### src/rtl/pipe_pkg.sv
// Shared definitions for the pipeline stage registers.
//   action_e           : per-edge action, listed in priority order
//   HANDLER_PC_DEFAULT : exception entry vector
//   EXC_W              : exception-code width shared with CP0
package pipe_pkg;

  localparam int          EXC_W              = 5;
  localparam logic [31:0] HANDLER_PC_DEFAULT = 32'h0000_4180;

  typedef enum logic [2:0] {
    ACT_RESET,
    ACT_REQ,
    ACT_FLUSH,
    ACT_STALL,
    ACT_ADV
  } action_e;

endpackage

### src/rtl/sat_counter.sv
// Saturating up-counter used for pipeline performance statistics.
//   clk : clock
//   clr : synchronous clear, dominates inc
//   inc : count one event this edge; holds at all-ones
//   cnt : current count
module sat_counter #(
  parameter int CNT_W = 16
) (
  input  logic             clk,
  input  logic             clr,
  input  logic             inc,
  output logic [CNT_W-1:0] cnt
);
  import pipe_pkg::*;

  function automatic logic [CNT_W-1:0] sat_inc(input logic [CNT_W-1:0] v);
    return (v == '1) ? v : v + 1'b1;
  endfunction

  logic [CNT_W-1:0] cnt_p1;

  always_ff @(posedge clk) begin
    if (clr)      cnt_p1 <= '0;
    else if (inc) cnt_p1 <= sat_inc(cnt_p1);
  end

  assign cnt = cnt_p1;

endmodule

### src/rtl/pipe_stage_reg.sv
// Generic inter-stage register for the five-stage MIPS core.
// Inputs in_* are latched into out_* according to one action per edge:
// reset > req (bubble, redirect to handler) > flush (bubble, keep PC/BD/exc)
// > stall (hold) > advance (load, Tnew saturating decrement).
//   clk, reset              : clock, synchronous active-high reset
//   stall, flush, req       : pipeline control
//   in_valid .. in_payload  : upstream slot contents
//   out_valid .. out_payload: registered slot contents
//   bubble_cnt, stall_cnt   : saturating event counters for the debug bus
module pipe_stage_reg #(
  parameter int          DATA_W       = 128,
  parameter int          TNEW_W       = 4,
  parameter int          EXC_W        = pipe_pkg::EXC_W,
  parameter int          STICKY_W     = 1,
  parameter logic [31:0] HANDLER_PC   = pipe_pkg::HANDLER_PC_DEFAULT,
  parameter bit          ZERO_INVALID = 1'b1,
  parameter int          CNT_W        = 16
) (
  input  logic                clk,
  input  logic                reset,
  input  logic                stall,
  input  logic                flush,
  input  logic                req,
  input  logic                in_valid,
  input  logic [31:0]         in_pc,
  input  logic                in_bd,
  input  logic [EXC_W-1:0]    in_exc,
  input  logic [STICKY_W-1:0] in_sticky,
  input  logic [TNEW_W-1:0]   in_tnew,
  input  logic [DATA_W-1:0]   in_payload,
  output logic                out_valid,
  output logic [31:0]         out_pc,
  output logic                out_bd,
  output logic [EXC_W-1:0]    out_exc,
  output logic [STICKY_W-1:0] out_sticky,
  output logic [TNEW_W-1:0]   out_tnew,
  output logic [DATA_W-1:0]   out_payload,
  output logic [CNT_W-1:0]    bubble_cnt,
  output logic [CNT_W-1:0]    stall_cnt
);
  import pipe_pkg::*;

  function automatic action_e sel_action(input logic rst, input logic rq,
                                         input logic fl, input logic st);
    if (rst)     return ACT_RESET;
    else if (rq) return ACT_REQ;
    else if (fl) return ACT_FLUSH;
    else if (st) return ACT_STALL;
    else         return ACT_ADV;
  endfunction

  // Tnew counts down toward zero and must never wrap.
  function automatic logic [TNEW_W-1:0] sat_dec(input logic [TNEW_W-1:0] v);
    return (v == '0) ? '0 : v - 1'b1;
  endfunction

  action_e act_p0;
  logic    keep_data_p0;

  always_comb begin
    act_p0       = sel_action(reset, req, flush, stall);
    keep_data_p0 = in_valid || !ZERO_INVALID;
  end

  logic                valid_p1;
  logic [31:0]         pc_p1;
  logic                bd_p1;
  logic [EXC_W-1:0]    exc_p1;
  logic [STICKY_W-1:0] sticky_p1;
  logic [TNEW_W-1:0]   tnew_p1;
  logic [DATA_W-1:0]   payload_p1;

  // p0 -> p1: stage register
  always_ff @(posedge clk) begin
    unique case (act_p0)
      ACT_RESET: begin
        valid_p1   <= 1'b0;
        pc_p1      <= '0;
        bd_p1      <= 1'b0;
        exc_p1     <= '0;
        sticky_p1  <= '0;
        tnew_p1    <= '0;
        payload_p1 <= '0;
      end
      ACT_REQ: begin
        valid_p1   <= 1'b0;
        pc_p1      <= HANDLER_PC;
        bd_p1      <= 1'b0;
        exc_p1     <= '0;
        sticky_p1  <= in_sticky;
        tnew_p1    <= '0;
        payload_p1 <= '0;
      end
      ACT_FLUSH: begin
        // Bubble keeps PC/BD/exc so a later exception on it reports correctly.
        valid_p1   <= 1'b0;
        pc_p1      <= in_pc;
        bd_p1      <= in_bd;
        exc_p1     <= in_exc;
        sticky_p1  <= in_sticky;
        tnew_p1    <= '0;
        payload_p1 <= '0;
      end
      ACT_STALL: begin
        valid_p1   <= valid_p1;
        pc_p1      <= pc_p1;
        bd_p1      <= bd_p1;
        exc_p1     <= exc_p1;
        sticky_p1  <= sticky_p1;
        tnew_p1    <= tnew_p1;
        payload_p1 <= payload_p1;
      end
      default: begin
        valid_p1   <= in_valid;
        pc_p1      <= in_pc;
        bd_p1      <= in_bd;
        exc_p1     <= in_exc;
        sticky_p1  <= in_sticky;
        tnew_p1    <= keep_data_p0 ? sat_dec(in_tnew) : '0;
        payload_p1 <= keep_data_p0 ? in_payload : '0;
      end
    endcase
  end

  assign out_valid   = valid_p1;
  assign out_pc      = pc_p1;
  assign out_bd      = bd_p1;
  assign out_exc     = exc_p1;
  assign out_sticky  = sticky_p1;
  assign out_tnew    = tnew_p1;
  assign out_payload = payload_p1;

  logic bubble_inc_p0;
  logic stall_inc_p0;

  always_comb begin
    bubble_inc_p0 = (act_p0 == ACT_REQ) || (act_p0 == ACT_FLUSH);
    stall_inc_p0  = (act_p0 == ACT_STALL);
  end

  sat_counter #(.CNT_W(CNT_W)) u_bubble_cnt (
    .clk (clk),
    .clr (reset),
    .inc (bubble_inc_p0),
    .cnt (bubble_cnt)
  );

  sat_counter #(.CNT_W(CNT_W)) u_stall_cnt (
    .clk (clk),
    .clr (reset),
    .inc (stall_inc_p0),
    .cnt (stall_cnt)
  );

endmodule

### config.mk
export PLATFORM = sky130hd
export DESIGN_NAME = pipe_stage_reg
export DESIGN_NICKNAME = d
export VERILOG_FILES = /design/src/rtl/pipe_pkg.sv /design/src/rtl/sat_counter.sv /design/src/rtl/pipe_stage_reg.sv
export SDC_FILE = /design/constraint.sdc
export NUM_CORES = 1
export LEC_CHECK = 0
export BUFFER_PORTS_ARGS = -buffer_cell sky130_fd_sc_hd__buf_2
export CORE_AREA = 2 2 147 149
export CTS_CLUSTER_DIAMETER = 50
export DETAILED_ROUTE_END_ITERATION = 10
export DIE_AREA = 0 0 149 151
export PLACE_DENSITY = 0.79
export SLEW_MARGIN = 25
export SYNTH_ARGS = -nofsm -noshare
export SYNTH_HDL_FRONTEND = slang
export SYNTH_HIERARCHICAL = 1
export SYNTH_SLANG_ARGS = --single-unit
### constraint.sdc
create_clock -name clk -period 9.5 [get_ports clk]
set_input_delay 0.475 -clock clk [delete_from_list [all_inputs] [get_ports clk]]
set_output_delay 0.475 -clock clk [all_outputs]
set_load 0.01 [all_outputs]
==> metrics.yaml <==
status: "finished, final reports clean"
die_area_mm2: 0.0225
io_pins: 381
fin_nets: 1138
drive_above_1_share: 0.445
path_max_fanout: 42
hold_viol: 0
p_leak_uw: 0.00531
fillers: 1759
syn_avg_cell_area_um2: 14.2
setup_violations: 0
grt.total_usage: 0.179
grt_max_degree: 173
hold_buffers: 0
grt-ovfl-total: 0
core_area_mm2: 0.0208
synth_cells: 572
pwr-share-comb: 0.060
numCtsBuffers: 25
setup_tns_ns: 0
yosys_warnings: 6
crit_buf_inv: 2
synth_cell_types: 44
yosysSeqAreaShare: 0.717
multi_input_area_mm2: 0.00213
synth-edff-count: 172
peakVddDrop_uv: 158
maxSlewViolCount: 0
worstPathCellList: "buf_2 -> nor2_4 -> nand3b_1 -> inv_1 -> nand2_1 -> or3_1 -> nor4_1 -> mux2_2"
clockBufferDepth: 3
pwr-share-seq: 0.473
mostFrequentLayoutCell: "buf_2"
drc: 0
crit_type: "in2reg"
rsz0062_at_grt: "no"
place_inst: 1206
antenna_found_initial: 6
intPower_uw: 1710
ant_nets: 0
layout_common_cells: "380 x buf_2, 172 x edfxtp_1, 163 x and2_1, 32 x nor2_1, 32 x dfxtp_1"
grt_pass1_vias: 5620
start_util: 0.389
tritoncts: "done"
clock_latency_ns: 0.51
die_w_um: 149
fin_skew_ns: 0.00401
slew_headroom: 0.290
fmax_ghz: 0.362
fp-row-count: 53
switching_power_uw: 436
synth_ff_type: "edfxtp_1"
die_h_um: 151
synth-async-reset-ratio: 0
power_frac_clock: 0.467
first_pass_iters: 4
max_cap_viol_count: 0
synth_seq_cells: 204
drt_iter0_drc: 319
cts_max_level: 1
wl_per_cell_um: 17.4
clk_pin_slew_ns: 0.06
wirelength_um: 21900
cts_resized: 0
cp_slowest_cell: "nor2_4"
period_needed_ns: 2.76
register_area_mm2: 0.00581
fin_util: 0.535
syn-num-nets: 752
root_buffer: "clkbuf_16"
p_sw_frac: 0.203
area_delta_synth_final_pct: 37.4
power-per-cell-area_mw_per_mm2: 193
slowest_delay_ns: 0.65
vias_per_cell: 4.78
dpl.hpwl_um: 15700
gp_congestion: 0.827
place.port_buffers: 380
tightest_slew_ns: 1.07
end_kind: "flip-flop"
post_cts_buffers: 0
finalCritPeriodShare: 0.291
critical_path_arrival_ns: 3.15
num_vias: 6003
whs_ns: 0.241
netlist_area_mm2: 0.00810
cp.required_ns: 9.89
instances_no_fill: 1255
total_power_uw: 2140
grt_pass1_wl_um: 30900
worst_setup_path_start_kind: "input pin"
cts.sinks: 204
min-delay-path-class: "in2reg"
crit_family: "simple AND/OR/NAND/NOR gates"
## power by group through the flow
stage	logic (µW)	clock network (µW)	registers [µW]
2_1_floorplan	29.4	0	1060
3_3_place_gp	128	0	1030
6_report	129	1000	1010
4_1_cts	131	1030	1010
5_1_grt	140	1060	1020
3_5_place_dp	130	0	1030
## routing by layer
layer | global-route usage | share of wire
met5 | 0 | 0.0016
met4 | 0.0552 | 0.025
met3 | 0.0578 | 0.095
met2 | 0.334 | 0.53
met1 | 0.192 | 0.35
## cell usage after synthesis (3+ instances only)
library cell	n	area, µm²
nor4_1	6	37.5
or3_1	4	25.0
edfxtp_1	172	5160
mux2_2	4	45.0
dfxtp_1	32	641
nand2_1	16	60.1
or4_1	6	45.0
ha_1	3	37.5
nor3_1	7	35.0
and4_1	6	52.6
mux2i_1	5	50.1
o21ai_0	5	25.0
clkbuf_2	12	60.1
a21oi_1	11	55.1
and2_1	163	1020
nor2b_1	5	31.3
clkbuf_1	4	15.0
o31ai_1	8	60.1
inv_1	7	26.3
nand4_1	8	50.1
xnor2_1	4	35.0
nor2_1	32	120
nand3_1	14	70.1
## path summary, 6_finish.rpt
path,from,to,slack (ns),cells after the start
max,reset,u_stall_cnt/cnt[15],6.74,8
min,in_payload[126],out_payload[126],0.24,2
max reg2reg,u_bubble_cnt/cnt[0],u_bubble_cnt/cnt[7],7.49,5
min reg2reg,u_stall_cnt/cnt[6],u_stall_cnt/cnt[6],0.52,1
## cell families (layout without fill, tap and decap cells)
group	after synthesis	after routing	synth area share
compound gates	38	38	0.0331
xor+xnor	6	6	0.00649
fa+ha+maj	3	3	0.00463
buf+inv	31	434	0.0205
flops	204	204	0.717
mux	9	9	0.0117
other cells	0	5	0
simple gates	281	281	0.207
## cell type report
cell class,count,area share
repair buffers,382,0.174
diodes,5,0.00112
inverters,8,0.00281
flip-flops and latches,204,0.522
well taps,275,0.0309
clock buffers,28,0.0572
multi-input cells,337,0.191
clock inverters,16,0.0215
## worst reg2reg max path, delay by kind of cell, from the launching register on
family	cells	cell delay, ns
and+or+nand+nor	3	1.14
DFF	1	0.40
adders and majority gates	1	0.25
AOI/OAI and AO/OA	1	0.06
## flip-flops by register name, summed over array words and instances (netlist names)
signal and flops:
out_payload 128, out_pc 32, u_bubble_cnt/cnt 16, u_stall_cnt/cnt 16
out_exc 5, out_tnew 4, out_bd 1, out_sticky 1
out_valid 1
## per-stage QoR
stage	worst slack, ns	area (µm²)
2_1_floorplan	2.33	8100
3_3_place_gp	6.27	10200
3_5_place_dp	6.22	10200
4_1_cts	6.75	11100
5_1_grt	6.49	11100
6_report	6.74	11100
(Power assumes the default switching activity.)
